**src/rtl/alu_execute.sv**
```systemverilog
// alu_execute: registered 16-bit execute stage with C/Z/N/V flags and a valid/ready handshake.
// Define ALU_EXEC_OVERFLOW_EN to build the V flag register; otherwise FlagV is tied low.
module alu_execute (
   input  logic        clk,
   input  logic        rst,
   input  logic        InValid,
   output logic        InReady,
   input  logic [15:0] High,
   input  logic [15:0] ProcessedLow,
   input  logic        notPAs_ADD,
   input  logic        notPAs_AND,
   input  logic        notPAs_RL,
   input  logic        notPAs_RR,
   input  logic        notRl7,
   input  logic        notRl0,
   input  logic        notRfC,
   input  logic        CinOne,
   input  logic        CinFlag,
   input  logic        FlagsWe,
   input  logic [3:0]  FlagsIn,
   output logic        OutValid,
   input  logic        OutReady,
   output logic [15:0] Result,
   output logic        FlagC,
   output logic        FlagZ,
   output logic        FlagN,
   output logic        FlagV
);

   logic [15:0] result_q, result_d;
   logic        out_valid_q, out_valid_d;
   logic        c_q, c_d;
   logic        z_q, z_d;
   logic        n_q, n_d;

   logic        accept_s;
   logic        cin_s;
   logic        fill_s;
   logic [16:0] sum_s;
   logic [15:0] op_result_s;
   logic        op_c_s;
   logic        op_nop_s;

   // Stall only while holding an unconsumed result; never depends on InValid.
   assign InReady  = ~out_valid_q | OutReady;
   assign accept_s = InValid & InReady;

   assign cin_s = CinOne ? 1'b1 : (CinFlag ? c_q : 1'b0);
   assign sum_s = {1'b0, High} + {1'b0, ProcessedLow} + {16'h0000, cin_s};

   // Shift refill source, highest priority first.
   always_comb begin
      fill_s = 1'b0;
      if (!notRl7) begin
         fill_s = ProcessedLow[15];
      end else if (!notRl0) begin
         fill_s = ProcessedLow[0];
      end else if (!notRfC) begin
         fill_s = c_q;
      end else begin
         fill_s = 1'b0;
      end
   end

   // Group select with ADD > AND > RL > RR priority; no select means a NOP pass.
   always_comb begin
      op_result_s = ProcessedLow;
      op_c_s      = c_q;
      op_nop_s    = 1'b0;
      if (!notPAs_ADD) begin
         op_result_s = sum_s[15:0];
         op_c_s      = sum_s[16];
      end else if (!notPAs_AND) begin
         op_result_s = High & ProcessedLow;
         op_c_s      = 1'b0;
      end else if (!notPAs_RL) begin
         op_result_s = {ProcessedLow[14:0], fill_s};
         op_c_s      = ProcessedLow[15];
      end else if (!notPAs_RR) begin
         op_result_s = {fill_s, ProcessedLow[15:1]};
         op_c_s      = ProcessedLow[0];
      end else begin
         op_result_s = ProcessedLow;
         op_c_s      = c_q;
         op_nop_s    = 1'b1;
      end
   end

   // Next-state for result, handshake and C/Z/N; an accepted op overrides a flag restore.
   always_comb begin
      result_d    = result_q;
      out_valid_d = out_valid_q;
      c_d         = c_q;
      z_d         = z_q;
      n_d         = n_q;
      if (accept_s) begin
         out_valid_d = 1'b1;
         result_d    = op_result_s;
         if (!op_nop_s) begin
            c_d = op_c_s;
            z_d = (op_result_s == 16'h0000);
            n_d = op_result_s[15];
         end else begin
            c_d = c_q;
            z_d = z_q;
            n_d = n_q;
         end
      end else begin
         if (OutReady) begin
            out_valid_d = 1'b0;
         end else begin
            out_valid_d = out_valid_q;
         end
         if (FlagsWe) begin
            c_d = FlagsIn[3];
            z_d = FlagsIn[2];
            n_d = FlagsIn[1];
         end else begin
            c_d = c_q;
            z_d = z_q;
            n_d = n_q;
         end
      end
   end

   // State registers with synchronous reset.
   always_ff @(posedge clk) begin
      if (rst) begin
         result_q    <= 16'h0000;
         out_valid_q <= 1'b0;
         c_q         <= 1'b0;
         z_q         <= 1'b0;
         n_q         <= 1'b0;
      end else begin
         result_q    <= result_d;
         out_valid_q <= out_valid_d;
         c_q         <= c_d;
         z_q         <= z_d;
         n_q         <= n_d;
      end
   end

   assign OutValid = out_valid_q;
   assign Result   = result_q;
   assign FlagC    = c_q;
   assign FlagZ    = z_q;
   assign FlagN    = n_q;

`ifdef ALU_EXEC_OVERFLOW_EN
   logic v_q, v_d;
   logic add_v_s;

   assign add_v_s = (High[15] == ProcessedLow[15]) && (sum_s[15] != High[15]);

   // Overflow next-state: signed overflow for ADD, cleared by other groups, kept by NOP.
   always_comb begin
      v_d = v_q;
      if (accept_s) begin
         if (!notPAs_ADD) begin
            v_d = add_v_s;
         end else if (!op_nop_s) begin
            v_d = 1'b0;
         end else begin
            v_d = v_q;
         end
      end else if (FlagsWe) begin
         v_d = FlagsIn[0];
      end else begin
         v_d = v_q;
      end
   end

   // Overflow flag register.
   always_ff @(posedge clk) begin
      if (rst) begin
         v_q <= 1'b0;
      end else begin
         v_q <= v_d;
      end
   end

   assign FlagV = v_q;
`else
   logic unused_flags_v_s;

   assign unused_flags_v_s = FlagsIn[0];
   assign FlagV            = 1'b0;
`endif

endmodule

```
**config.mk**
```make
export PLATFORM = sky130hd
export DESIGN_NAME = alu_execute
export DESIGN_NICKNAME = d
export VERILOG_FILES = /design/src/rtl/alu_execute.sv
export SDC_FILE = /design/constraint.sdc
export NUM_CORES = 1
export LEC_CHECK = 0
export ABC_AREA = 1
export CAP_MARGIN = 20
export CORE_MARGIN = 2
export CORE_UTILIZATION = 45
export DETAILED_ROUTE_END_ITERATION = 10
export PLACE_DENSITY_LB_ADDON = 0.15
export SYNTH_ARGS = -nofsm -noshare
export SYNTH_HDL_FRONTEND = slang
export SYNTH_SLANG_ARGS = --single-unit
```
**constraint.sdc**
```tcl
create_clock -name clk -period 2.8 [get_ports clk]
set_input_delay 0.56 -clock clk [delete_from_list [all_inputs] [get_ports clk]]
set_output_delay 0.56 -clock clk [all_outputs]
set_load 0.005 [all_outputs]
```
==> impl_metrics.csv <==
group,metric,value,unit
synthesis,synth_edf_count,0,
detailed_routing,drt-initial-drc-count,169,
synthesis,yosys.cell_types.count,36,
critical_path,critPathRequiredTime,2.99,ns
power,p_int,0.690,mW
grt,grt_pass1_vias,2709,
synthesis,netlist_instances,422,
grt,track_usage,24.4,%
grt,grt_overflow,0,
synthesis,syn_area,2520,sq um
timing,period_needed,2.56,ns
detailed_routing,routedWlPerCell,13.2,um
detailed_routing,firstDrtPassIters,4,
power,combPwrFrac,54.4,%
detailed_routing,ant_nets,0,
detailed_routing,route.vias.total,2988,
timing,fin_crit_sh,91.4,%
timing,setup_viol,0,
cells_and_area,drive_gt1_share,16.2,%
die,core,5470,sq um
timing,finClkSkew,0.00154,ns
cts,cts.sinks,20,
timing,max_freq,0.391,GHz
synthesis,yosysWarnings,0,
detailed_routing,finalWirelength,7610,um
timing,rsz0062_at_grt,"no",
critical_path,critical_path_depth,15,
timing,finalSetupTns,0,ns
cts,clk_pin_slew,0.07,ns
timing,fin_hold_ws,0.493,ns
synthesis,ys_ff_latch,20,
synthesis,async_flop_share,0,%
detailed_routing,post-route-drc-count,0,
cts,h-tree-depth,1,
run,max_cap_viol_count,0,
grt,grt_max_degree,25,
power,clkPwrFrac,16.5,%
synthesis,synth_seq_area_share,15.9,%
power,power,1.11,mW
critical_path,crit_path_top_delay_cell,"clkdlybuf4s50_1",
synthesis,synth.top_cell.area_share,15.9,%
synthesis,syn-mean-instance-area,5.97,sq um
die,io_pins,72,
placement,gp_congestion,0.931,
hold_path,hp-class,"flip-flop to flip-flop",
cells_and_area,fillers,563,
power,powerDensity,314,nW/um^2
critical_path,critical-path-top-delay-family,"simple AND/OR/NAND/NOR gates",
power,power.leakage,1.79,nW
power,sw_frac_of_total,38.0,%
cts,ctsHoldBuffers,0,
critical_path,crit_type,"input pin to flip-flop",
outcome,outcome,"finished clean",
cts,cts-root-buf,"clkbuf_8",
power,pwr-share-seq,29.1,%
critical_path,start_kind,"input pin",
timing,hold_violations,0,
timing,drv_slew,0,
cells_and_area,nets,576,
die,die_x,78.9,um
critical_path,ff2ff_path_depth,19,
cts,clock_path_buffers,2,
critical_path,path_buf_inv,1,
cells_and_area,diodes,0,
synthesis,ys_top_cells_by_area,"dfxtp_1 16%, nand2_1 16%, inv_1 10%, ha_1 7.9%, a21oi_1 6.4%",
hold_path,holdPathStages,2,
die,start_util,46.1,%
cells_and_area,syn_to_final_growth,40.5,%
die,die_h,78.9,um
critical_path,crit_chain,"clkdlybuf4s50_1 > ha_1 > a21oi_1 > nand2_4 > nand2_4 > nand2_4 > nand2_1 > nand3_1 > nand2_1 > nand2_1 > nor2_2 > nand3_2 > nor2_2 > nand3_2 > a21oi_2",
placement,hpwl,6070,um
synthesis,syn-num-nets,490,
die,die_area,6220,sq um
power,power.switching,0.424,mW
power,ir_drop,0.265,mV
detailed_routing,routed_via_density,5.17,
grt,grt_pass1_wl,12300,um
cts,worstSkewPairLatency,0.25,ns
synthesis,synth.most_common_cell,"nand2_1",
grt,antenna_found_initial,0,
critical_path,cp.arrival,2.75,ns
cts,cts_inserted_buffers,3,
critical_path,cp-end-kind,"flip-flop",
placement,io_buffers,69,
critical_path,cp_max_fo,5,
cts,cts_tree,"done",
synthesis,synth_top_area_cell,"dfxtp_1",
synthesis,ys_top_cells_by_count,"106 x nand2_1, 69 x inv_1, 33 x nor2_1",
die,placement_rows,27,
critical_path,slowest_delay,0.42,ns
synthesis,synth_ff_type,"dfxtp_1",
==> layout make-up <==
type                            count  area, sq um  area share, %
Clock buffer                        3         41.3           1.17
Inverter                           73          282           7.94
Multi-Input combinational cell    315         1830           51.8
Sequential cell                    20          400           11.3
Tap cell                           72         90.1           2.54
Timing Repair Buffer               95          896           25.3
==> power by group through the flow <==
stage	combinational [mW]	sequential (mW)	clock [mW]
2_1_floorplan	0.327	0.332	0
3_3_place_gp	0.565	0.330	0
3_5_place_dp	0.570	0.330	0
4_1_cts	0.576	0.324	0.189
5_1_grt	0.673	0.327	0.206
6_report	0.606	0.324	0.184
==> metal layers <==
metal | wire length (um) | global-route usage, %
met1 | 3460 | 33.2
met2 | 3590 | 41.6
met3 | 469 | 3.41
met4 | 89 | 4.66
met5 | 0 | 0
==> state kept, by name, indices dropped and copies added, names as in the netlist <==
| register | cells |
|---|---|
| Result | 16 |
| OutValid | 1 |
| FlagZ | 1 |
| FlagC | 1 |
| FlagN | 1 |
==> worst paths after layout <==
path	from	to	slack (ns)
max	ProcessedLow[3]	FlagZ	0.24
min	Result[15]	Result[15]	0.49
max reg2reg	FlagC	FlagZ	0.43
min reg2reg	Result[15]	Result[15]	0.49
==> worst reg2reg max path, delay by kind of cell, from the launching register on <==
kind	cells	cell delay [ns]
flops	1	0.35
buf+inv	2	0.13
fa+ha+maj	2	0.58
simple gates	13	0.98
compound gates	2	0.28
==> placed cells by master (no fill, tap or decap), types with 4 or more instances in the layout <==
master | netlist | layout
nand2_1 | 106 | 99
inv_1 | 69 | 67
clkdlybuf4s50_1 | 0 | 65
a21oi_1 | 32 | 31
nor2_1 | 33 | 31
nand3_1 | 30 | 26
buf_4 | 2 | 26
o211ai_1 | 21 | 21
dfxtp_1 | 20 | 20
o21ai_0 | 16 | 16
ha_1 | 16 | 16
a21oi_2 | 10 | 11
nand2_2 | 9 | 11
nor2_2 | 6 | 8
o221ai_1 | 6 | 6
nand3_2 | 3 | 6
nand2_4 | 0 | 5
inv_2 | 2 | 4
nand3b_1 | 4 | 4
o21ai_1 | 4 | 4
dlymetal6s2s_1 | 0 | 4
==> kinds of logic after synthesis <==
group                    share of synthesized area [%]
other                                            0.149
AND/OR/NAND/NOR                                   35.1
AO/OA/AOI/OAI                                     24.3
flip-flops                                        15.9
XOR/XNOR                                         0.347
adder cells (fa/ha/maj)                           9.53
buffers and inverters                             14.7
==> metrics by stage <==
step / setup WS [ns] / utilization, % / std cells / instance area (sq um)
6_report: 0.241 / 64.7 / 578 / 3540
5_1_grt: 0.0601 / 64.7 / 578 / 3540
4_1_cts: 0.0378 / 63.0 / 576 / 3450
3_5_place_dp: -0.307 / 62.0 / 573 / 3390
3_3_place_gp: -0.261 / 62.0 / 573 / 3390
2_1_floorplan: 0.397 / - / 422 / 2520
==> repair_timing <==
item	in CTS	in global routing
setup endpoints to repair	1	2
pin swaps	4	15
setup buffers	0	2
cloned	0	0
resized for setup	5	23
(Power assumes the default switching activity.)
